==> src/rtl/mem_port_arbiter.sv <==
// Purpose : shares the single-port 64-bit data memory between instruction fetch and load/store.
// Latency : store done 2 cycles after the request is seen in IDLE; read done 2+MEM_LAT cycles after.
// Backpressure: requests are levels held until their done pulse; a losing request waits in IDLE.
//
// Ports:
//   clock, reset (synchronous, active-low)
//   i_req/i_addr -> i_done/i_rdata            fetch port (32-bit word select by address bit 2)
//   d_req/d_we/d_addr/d_wdata -> d_done/d_rdata   load/store port (64-bit)
//   mem_en/mem_wr/mem_addr/mem_wdata, mem_rdata  memory side, all outputs registered
//   busy                                       high whenever the sequencer is not in IDLE
// Optional feature: define MEM_ARB_RR_EN for round-robin arbitration on simultaneous requests;
// otherwise data has fixed priority over fetch.

module mem_port_arbiter #(
  parameter int MEM_LAT = 1
) (
  input  logic        clock,
  input  logic        reset,
  input  logic        i_req,
  input  logic [31:0] i_addr,
  output logic        i_done,
  output logic [31:0] i_rdata,
  input  logic        d_req,
  input  logic        d_we,
  input  logic [31:0] d_addr,
  input  logic [63:0] d_wdata,
  output logic        d_done,
  output logic [63:0] d_rdata,
  output logic        mem_en,
  output logic        mem_wr,
  output logic [31:0] mem_addr,
  output logic [63:0] mem_wdata,
  input  logic [63:0] mem_rdata,
  output logic        busy
);

  typedef enum logic [1:0] {IDLE, ISSUE, WAIT, DONE} state_t;

  state_t     state;
  logic       owner_d;   // 1 = transaction belongs to the data port
  logic       cap_we;    // captured store flag (only ever set for data grants)
  logic [3:0] lat_cnt;
  logic       grant_d;   // data port wins the arbitration this cycle

`ifdef MEM_ARB_RR_EN
  logic rr_data;         // 1 = data wins a tie; flips to the other port on every grant

  always_comb begin
    grant_d = d_req & (~i_req | rr_data);
  end
`else
  always_comb begin
    grant_d = d_req;
  end
`endif

  // mem_addr and mem_wdata double as the captured address/write-data registers,
  // so they stay frozen from grant until the next grant.
  always_ff @(posedge clock) begin
    if (!reset) begin
      state     <= IDLE;
      owner_d   <= 1'b0;
      cap_we    <= 1'b0;
      lat_cnt   <= 4'd0;
      i_done    <= 1'b0;
      d_done    <= 1'b0;
      mem_en    <= 1'b0;
      mem_wr    <= 1'b0;
      busy      <= 1'b0;
      mem_addr  <= 32'd0;
      mem_wdata <= 64'd0;
      i_rdata   <= 32'd0;
      d_rdata   <= 64'd0;
`ifdef MEM_ARB_RR_EN
      rr_data   <= 1'b1;
`endif
    end else begin
      i_done <= 1'b0;
      d_done <= 1'b0;
      case (state)
        IDLE: begin
          if (i_req || d_req) begin
            state    <= ISSUE;
            owner_d  <= grant_d;
            cap_we   <= grant_d & d_we;
            mem_addr <= grant_d ? d_addr : i_addr;
            if (grant_d) begin
              mem_wdata <= d_wdata;
            end
            mem_en   <= 1'b1;
            mem_wr   <= grant_d & d_we;
            busy     <= 1'b1;
`ifdef MEM_ARB_RR_EN
            rr_data  <= ~grant_d;
`endif
          end
        end
        ISSUE: begin
          mem_en <= 1'b0;
          mem_wr <= 1'b0;
          if (cap_we) begin
            state  <= DONE;
            d_done <= 1'b1;
          end else begin
            state   <= WAIT;
            lat_cnt <= 4'(MEM_LAT);
          end
        end
        WAIT: begin
          if (lat_cnt == 4'd1) begin
            // Last wait cycle: memory data is valid now, hand it to the owner.
            state   <= DONE;
            lat_cnt <= 4'd0;
            if (owner_d) begin
              d_rdata <= mem_rdata;
              d_done  <= 1'b1;
            end else begin
              i_rdata <= mem_addr[2] ? mem_rdata[63:32] : mem_rdata[31:0];
              i_done  <= 1'b1;
            end
          end else begin
            lat_cnt <= lat_cnt - 4'd1;
          end
        end
        DONE: begin
          state <= IDLE;
          busy  <= 1'b0;
        end
        default: begin
          state <= IDLE;
          busy  <= 1'b0;
        end
      endcase
    end
  end

endmodule
==> config.mk <==
export PLATFORM = sky130hd
export DESIGN_NAME = mem_port_arbiter
export DESIGN_NICKNAME = d
export VERILOG_FILES = /design/src/rtl/mem_port_arbiter.sv
export SDC_FILE = /design/constraint.sdc
export NUM_CORES = 1
export LEC_CHECK = 0
export ABC_CLOCK_PERIOD_IN_PS = 1540
export CAP_MARGIN = 20
export CORE_MARGIN = 2
export CORE_UTILIZATION = 37
export DETAILED_ROUTE_END_ITERATION = 7
export GPL_ROUTABILITY_DRIVEN = 1
export GPL_TIMING_DRIVEN = 1
export HOLD_SLACK_MARGIN = 0.06
export PLACE_DENSITY = 0.78
export SETUP_SLACK_MARGIN = 0.15
export SLEW_MARGIN = 10
export SYNTH_ARGS = -nofsm -noshare
export SYNTH_HDL_FRONTEND = slang
export SYNTH_SLANG_ARGS = --single-unit
export TNS_END_PERCENT = 10
==> constraint.sdc <==
create_clock -name clock -period 1.54 [get_ports clock]
set_input_delay 0.308 -clock clock [delete_from_list [all_inputs] [get_ports clock]]
set_output_delay 0.308 -clock clock [all_outputs]
set_load 0.1 [all_outputs]
# Word level (Yosys, flattened, before mapping)
# Cells that the tools add are included.
# classes
eq_ne	7
add_sub_neg	1
bitwise	2
mux	19
n_reduce_logical	14
# op_table
cell	count
$mux W32	2
$reduce_and A3 Y1	4
$reduce_and A2 Y1	5
$mux W4	2
$pmux W1 S2	4
$pmux W2 S4	1
$pmux W4 S2	1
$mux W1	7
$ne A2 B2 Y1 const B	3
$reduce_bool A2 Y1	3
$eq A2 B2 Y1 const B	2
$eq A4 B1 Y1 const B	1
$mux W2	2
$sub A4 B1 Y4 const B	1
$eq A2 B1 Y1 const B	1
$logic_not A2 Y1	1
$and A1 B1 Y1	1
$logic_or A1 B1 Y1	1
$not A1 Y1	1
# word_totals
ff_bits	205
word_cells	56
input_bits	197
out_inout_bits	197

# Longest topological paths before layout
# Gate-level depths: netlist of run 1.
# logic_depth
depth_word	3
ltp_mapped	9
ltp_nobuf	5

# Worst setup path after synthesis of run 1
# OpenSTA, ideal clock, no wires.
# synth_timing
path_kind	reg-to-reg
start	register mem_addr[2]
end	register i_rdata[10]
required_time_ns	1.398
slack_ns	-0.392
synth_period_minus_slack_ns	1.932
path_stages_with_launch	5
path_buffers	2
arrival_time_ns	1.790
setup_time_ns	0.142
path_cell_list	dfxtp_1 -> buf_2 -> buf_2 -> mux2i_1 -> a311oi_1
# synth_via
elab_chain_len	1
# synth_lines
item	line	text
start, declared	31	output logic [31:0] mem_addr,
start signal, assigned	86	mem_addr <= grant_d ? d_addr : i_addr;
$mux W32	118	i_rdata <= mem_addr[2] ? mem_rdata[63:32] : mem_rdata[31:0];
end signal, assigned	118	
end, declared	22	output logic [31:0] i_rdata,
# Every way passes these cells.
# A chain may end at the register's enable or synchronous reset.

# Final worst setup path of run 1
# layout_timing
start	register lat_cnt[1]
end	register i_rdata[16]
# layout_via
elab_chain_len	2
# layout_lines
item	line	text
start, declared	42	logic [3:0] lat_cnt;
start signal, assigned	106	lat_cnt <= 4'(MEM_LAT);
start signal, assigned	122	lat_cnt <= lat_cnt - 4'd1;
$eq A4 B1 Y1	110	if (lat_cnt == 4'd1) begin
$reduce_and A3 Y1 (no line)	--	
# Every way passes these cells.

==> results of run 1 <==
## placed cells by master, fill, tap and decap left out, types with 3 or more instances in the layout
| master | count |
|---|---|
| a211oi_1 | 7 |
| a211oi_2 | 27 |
| a21oi_1 | 82 |
| a21oi_2 | 83 |
| a21oi_4 | 3 |
| a311oi_1 | 7 |
| a311oi_2 | 25 |
| buf_12 | 220 |
| buf_16 | 6 |
| buf_4 | 25 |
| buf_6 | 11 |
| buf_8 | 4 |
| clkbuf_1 | 5 |
| clkbuf_16 | 34 |
| clkdlybuf4s50_1 | 195 |
| clkinv_2 | 6 |
| dfxtp_1 | 31 |
| dfxtp_2 | 162 |
| dfxtp_4 | 12 |
| diode_2 | 3 |
| ha_1 | 3 |
| ha_4 | 3 |
| mux2i_1 | 65 |
| nand2_1 | 100 |
| nand2_2 | 6 |
| nand2_4 | 30 |
| nand3_1 | 43 |
| nand3_2 | 20 |
| nor2_1 | 28 |
| nor2_4 | 10 |
| o21ai_0 | 53 |
| o21ai_1 | 13 |
| o21ai_2 | 3 |
## sequential cells by signal, summed over array words and instances, names as in the netlist
signal,cells
d_done,1
owner_d,1
lat_cnt,4
busy,1
state,2
mem_en,1
mem_wdata,64
cap_we,1
i_rdata,32
i_done,1
mem_wr,1
d_rdata,64
mem_addr,32
## routing by layer
metal,up-vias,track usage [%],part of all wire [%]
li1,4159,-,-
met1,4515,28.3,34
met2,558,48.1,52
met3,151,7.22,7.8
met4,0,13.2,6.3
met5,-,0,0
## worst min-delay path by stage
stage	start	to	slack (ps)	cells after the start
3_5_place_dp	mem_wdata[19]	mem_wdata[19]	480	2
2_1_floorplan	reset	state[0]	440	1
5_1_grt	d_wdata[55]	mem_wdata[55]	340	3
3_3_place_gp	mem_wdata[41]	mem_wdata[41]	480	2
4_1_cts	d_req	busy	270	4
6_report	d_wdata[59]	mem_wdata[59]	330	3
## timing repair
item | 4_1_cts | 5_1_grt
gates cloned | 5 | 13
setup buffers | 11 | 6
endpoints found under the hold margin | 0 | 0
pin swaps | 62 | 134
resized for setup | 244 | 238
setup endpoints to repair | 364 | 262
## worst min-delay path, stage by stage
cell and delay, ps:
clkdlybuf4s50_1 400, nand2_1 60, a21oi_1 50
## power by group through the flow
stage / combinational (uW) / clock [uW] / sequential [uW]
6_report: 16600 / 5250 / 7490
5_1_grt: 17100 / 5530 / 7570
4_1_cts: 14700 / 5220 / 7330
3_5_place_dp: 14100 / 0 / 7300
3_3_place_gp: 13900 / 0 / 7250
2_1_floorplan: 3010 / 0 / 12700
## cell type report
type / count / share of cell area (%)
diodes: 3 / 0.0432
clock buffers: 29 / 3.50
clock inverters: 8 / 0.396
inverters: 6 / 0.259
multi-input cells: 635 / 27.4
flip-flops and latches: 205 / 25.1
well taps: 280 / 2.02
repair buffers: 473 / 41.3
## cells by family (layout without fill, tap and decap cells)
logic type	after synthesis	after routing	share of synthesized area [%]
and+or+nand+nor	253	253	13.2
DFF	205	205	50.3
adders and majority gates	6	6	0.919
other	0	3	0
muxes	65	65	7.97
buffers and inverters	102	516	5.72
AOI/OAI and AO/OA	311	311	21.9
## through the flow
stage | hold WS, ps | TNS, ps | std cells
2_1_floorplan | 442 | 0 | 942
3_3_place_gp | 479 | -387 | 1564
3_5_place_dp | 484 | -2980 | 1564
4_1_cts | 265 | 0 | 1617
5_1_grt | 337 | -4800 | 1639
6_report | 332 | -898 | 1639
==> summary.txt, run 1 <==
Status
  • Status: finished with violations
  • Failing checks: setup timing

Power and ir drop
  • Clk pwr share: 17.9%
  • Overall Power: 29300 uW
  • Net Sw Power: 13700 uW
  • Internal power: 15600 uW
  • Combinational share of power: 56.6%
  • Pwr Density: 1690 mW/mm^2
  • Switch share: 46.8%
  • Leakage: 0.00639 uW
  • Peak supply drop: 1.33 mV
  • Reg power frac: 25.5%

Die
  • Boundary Pins: 394
  • Core area: 0.0218 sq mm
  • Std-Cell Rows: 54
  • Die ar.: 0.0233 sq mm
  • Die W: 153 microns
  • Starting Density: 37.5%
  • Die Ht: 153 microns

STA
  • Fin crit share: 106%
  • Maximum clock rate: 613 MHz
  • Slew @ Worst Pin: 688 ps
  • Max Slew Vio Count: 0
  • Worst rel slew slack: 54.2%
  • Clock Skews: 22.1 ps
  • # setup viols final: 37
  • Final worst slack: -90.3 ps
  • RSZ-0062 raised after global routing: true
  • Final Hold Violating Endpoints: 0
  • Min cycle time layout: 1630 ps

Critical path
  • Levels on crit path: 8
  • Critical path class: reg2reg
  • Max incr delay on CP: 330 ps
  • Worst r2r path cells: 8
  • Setup crit end: i_rdata[16]
  • Crit Path Max Fanout: 8
  • Critical path's top delay family: buffers and inverters
  • Worst endpoint data arrival time: 2030 ps
  • Bufs and invs on worst path: 4
  • CP max stage cell: dfxtp_2
  • CP cell instances: inv_2 -> ha_4 -> and4bb_4 -> buf_12 -> buf_6 -> clkbuf_16 -> a21oi_2 -> a311oi_2
  • Crit Reg-Reg Startpoint: lat_cnt[1]
  • R2r setup slk: -90 ps
  • Crit. Startpoint: lat_cnt[1]
  • Crit path capture type: flip-flop
  • Worst Setup Start Kind: flip-flop
  • Crit path required time: 1940 ps
  • Worst flop-to-flop path endpoint: i_rdata[16]

Synth
  • Top cells by count, synth: 205 x dfxtp_1, 167 x a21oi_1, 136 x nand2_1
  • Largest area contributor in the netlist: dfxtp_1
  • Post-synth ARST share: 0%
  • Synth unique cells: 33
  • Syn Nets: 1145
  • Synth area leaders: dfxtp_1 50%, a21oi_1 10%, mux2i_1 8.0%
  • Sequential area share after synthesis: 50.3%
  • Ys Warns: 0
  • Synth Flop Type: dfxtp_1
  • Syn Std Cell Area: 0.00817 sq mm
  • Synth Register Bits: 205
  • Share of the synthesized area in the top cell type: 50.3%
  • Syn_area_per_cell: 8.67 sq um
  • Most instantiated library cell after synthesis: dfxtp_1
  • Post-synthesis cell count: 942
  • Post-synth EDFFs: 0

GRT
  • Largest net degree at the start of global routing: 57
  • Gr ovfl total: 0
  • Gr usage total: 26.5%
  • Vias in the first global route: 9033
  • Initial antenna violation count: 3
  • First-pass GRT wire length: 49600 microns

Cells and area
  • Final instance area: 0.0174 sq mm
  • Multi-input gate area: 0.00476 sq mm
  • Fillers: 1161
  • Final #Nets: 1547
  • Layout Utilization: 79.8%
  • P&R area growth vs syn: 113%
  • Share of cells above drive strength 1: 52.4%
  • Register Area: 0.00435 sq mm

Clock network
  • Post-CTS Hold Fix Bufs: 0
  • Clock transition at path regs: 70 ps
  • Bufs on Longest Clock Path: 3
  • CTS root buf: clkbuf_16
  • TritonCTS clock tree: done
  • CTS Buf Count: 23
  • Clock sinks: 205
  • Clock latency on the worst-skew pair: 520 ps
  • Htree depth: 1

Placed design
  • Pre-CTS setup slack: -125 ps
  • HPWL after detailed placement: 22100 microns
  • GP Congestion: 0.840
  • Port bufs: 393
  • DP Area: 0.0146 sq mm

Drt
  • Drt drc: 0
  • Drt initial violations: 600
  • Post-Route WL: 38900 microns
  • DRT Pass-1 Iters: 6
  • Routed Antenna Nets: 0
  • Wire per inst: 23.7 microns
  • Post-DR vias/cell: 5.72
  • Total number of vias: 9383

Worst hold path
  • Worst hold path type: in2reg

Job
  • Max cap viols: 0
Note: power is estimated with default switching activity, not from simulation.
==> inputs of run 2 (changes only) <==
Settings changed: PLACE_DENSITY 0.78 to 0.77.
==> run 2 against run 1 <==
Net effect:
- the run still ends with setup timing left
- cell count is 0.55% lower
- register-to-register slack worse by 70 ps
- die area stayed put
- flip-flop and latch count stayed put
- hold slack worse by 60 ps
- via count is 5.5% lower
==> summary.txt, run 2 (synthesized netlist as in run 1, its figures left out) <==
Status
  • Status: finished with violations
  • Failing checks: setup timing

STA
  • Maximum clock rate: 589 MHz (-3.9%)
  • Slew @ Worst Pin: 554 ps (-134 ps)
  • Fin crit share: 110% (+4.3 points)
  • # setup viols final: 47 (+27%)
  • RSZ-0062 raised after global routing: true
  • Clock Skews: 6.75 ps (-15.3 ps)
  • Min cycle time layout: 1700 ps (+66.6 ps)
  • Worst hold slack: 272 ps (-60.3 ps)
  • Final Hold Violating Endpoints: 0 (unchanged)
  • Final worst slack: -157 ps (-66.6 ps)
  • Worst rel slew slack: 63.1% (+8.9 points)
  • Max Slew Vio Count: 0 (unchanged)

Worst hold path
  • WHS Endpoint: mem_en
  • Hold depth: 4 (+1)
  • Hold Crit Start: d_req
  • Worst hold path type: in2reg

Cells and area
  • P&R area growth vs syn: 99.4%
  • Layout Utilization: 74.8% (-5.0 points)
  • ANT cells: 0 (-3)
  • Share of cells above drive strength 1: 38.1% (-14 points)
  • Commonest non-fill, non-tap cell in the layout: buf_12
  • Regs by FF count: d_rdata (64), mem_wdata (64)
  • Final #Nets: 1539 (-0.52%)
  • Fin cells: 1630 (-0.55%)
  • Most frequent cells in the layout: 219 x buf_12, 195 x clkdlybuf4s50_1, 145 x dfxtp_2, 141 x a21oi_1, 135 x nand2_1

Power and ir drop
  • Overall Power: 27700 uW (-5.7%)
  • Leakage: 0.00604 uW (-5.5%)
  • Peak supply drop: 1.13 mV (-15%)
  • Pwr Density: 1700 mW/mm^2 (+0.57%)

Die
  • Starting Density: 37.5% (unchanged)
  • Die W: 153 microns (unchanged)
  • Core area: 0.0218 sq mm (unchanged)
  • Die Ht: 153 microns (unchanged)
  • Die ar.: 0.0233 sq mm (unchanged)
  • Std-Cell Rows: 54 (unchanged)
  • Boundary Pins: 394 (unchanged)

Critical path
  • Worst flop-to-flop path endpoint: d_rdata[51]
  • Worst endpoint data arrival time: 2120 ps (+90 ps)
  • Crit path capture type: flip-flop
  • Crit Path Max Fanout: 6 (-2)
  • Max incr delay on CP: 330 ps (about the same)
  • Crit. Startpoint: lat_cnt[1]
  • CP max stage cell: and4bb_4
  • Critical path's top delay family: buffers and inverters
  • R2r setup slk: -160 ps (-70 ps)
  • Worst r2r path cells: 8 (unchanged)
  • Worst Setup Start Kind: flip-flop
  • Crit Reg-Reg Startpoint: lat_cnt[1]
  • Crit path required time: 1960 ps (+20 ps)
  • Critical path class: reg2reg
  • CP cell instances: inv_2 -> ha_4 -> and4bb_4 -> buf_12 -> buf_8 -> clkbuf_16 -> nand3_1 -> a21oi_1
  • Bufs and invs on worst path: 4 (unchanged)

Placed design
  • Placed instance count: 1566 (+0.13%)
  • HPWL after detailed placement: 22000 microns (-0.52%)
  • GP Congestion: 0.841 (+0.17%)
  • Port bufs: 393 (unchanged)

Drt
  • Post-Route WL: 33300 microns (-14%)
  • Drt initial violations: 548 (-8.7%)
  • Drt drc: 0 (unchanged)
  • Routed Antenna Nets: 0 (unchanged)
  • Wire per inst: 20.4 microns (-14%)
  • Total number of vias: 8865 (-5.5%)
  • Post-DR vias/cell: 5.44 (-5.0%)
  • DRT Pass-1 Iters: 5 (-1)

Clock network
  • Clock transition at path regs: 60 ps (about the same)
  • Clock latency on the worst-skew pair: 510 ps (about the same)
  • Post-CTS Hold Fix Bufs: 0 (unchanged)
  • Htree depth: 1 (unchanged)
  • TritonCTS clock tree: done
  • Clock sinks: 205 (unchanged)
  • CTS Buf Count: 24 (+4.3%)
  • Bufs on Longest Clock Path: 3 (unchanged)
  • CTS root buf: clkbuf_16

GRT
  • First-pass GRT wire length: 50500 microns (+1.8%)
  • Initial antenna violation count: 0 (-3)
  • Gr ovfl total: 0 (unchanged)
  • Largest net degree at the start of global routing: 87 (+53%)
  • Gr usage total: 27.0% (+0.52 points)
  • Vias in the first global route: 9099 (+0.73%)

Job
  • Max cap viols: 0 (unchanged)
-- run 2: per-layer routing --
metal	wire [microns]	share of wire (%)	GRT usage [%]	vias up
met4	1960	5.9	13.4	0
met1	11500	35	29.1	4146
li1	-	-	-	4131
met2	17100	51	48.9	465
met3	2670	8.0	7.20	123
met5	0	0	0	-
-- run 2: where the power goes --
group	switching [uW]	leakage [uW]	total [uW]	internal (uW)
clock network	2180	0.000368	5480	3310
logic	9390	0.00394	14800	5450
registers	978	0.00173	7350	6380
total	12500	0.00604	27700	15100
-- run 2: tightest hold or removal path, stage by stage --
cell	delay (ps)
buf_2	190
nor2_1	70
nand2_1	90
a211oi_1	70
-- run 2: worst max path at each step --
stage	to	slack [ps]	depth (start not counted)
floorplan	i_rdata[14]	50	8
global placement	state[0]	-20	4
detailed placement	mem_addr[31]	-80	5
CTS	mem_addr[2]	-50	2
global route	d_rdata[19]	-180	8
finish	d_rdata[51]	-160	8
-- run 2: layout make-up --
class / instances / area [sq um]
Timing Repair Buffer: 464 / 6960
Tap cell: 280 / 350
Clock buffer: 37 / 711
Fill cell: 1381 / 5480
Sequential cell: 205 / 4300
Inverter: 6 / 28.8
Multi-Input combinational cell: 635 / 3890
Clock inverter: 3 / 40.0
-- run 2: stage by stage --
stage               area (sq um)  TNS, ps  setup WS [ps]
global placement           14600    -17.3          -17.3
detailed placement         14600    -1650          -77.2
global route               16300    -9140           -183
finish                     16300    -2160           -157
floorplan                   8280        0           52.6
CTS                        16100    -1070          -53.8
-- run 2: timing repair --
action | in CTS | in global routing
pin swaps | 14 | 15
setup buffers | 10 | 3
gates resized for setup | 191 | 42
endpoints found under the setup margin | 388 | 273
cloned | 9 | 2
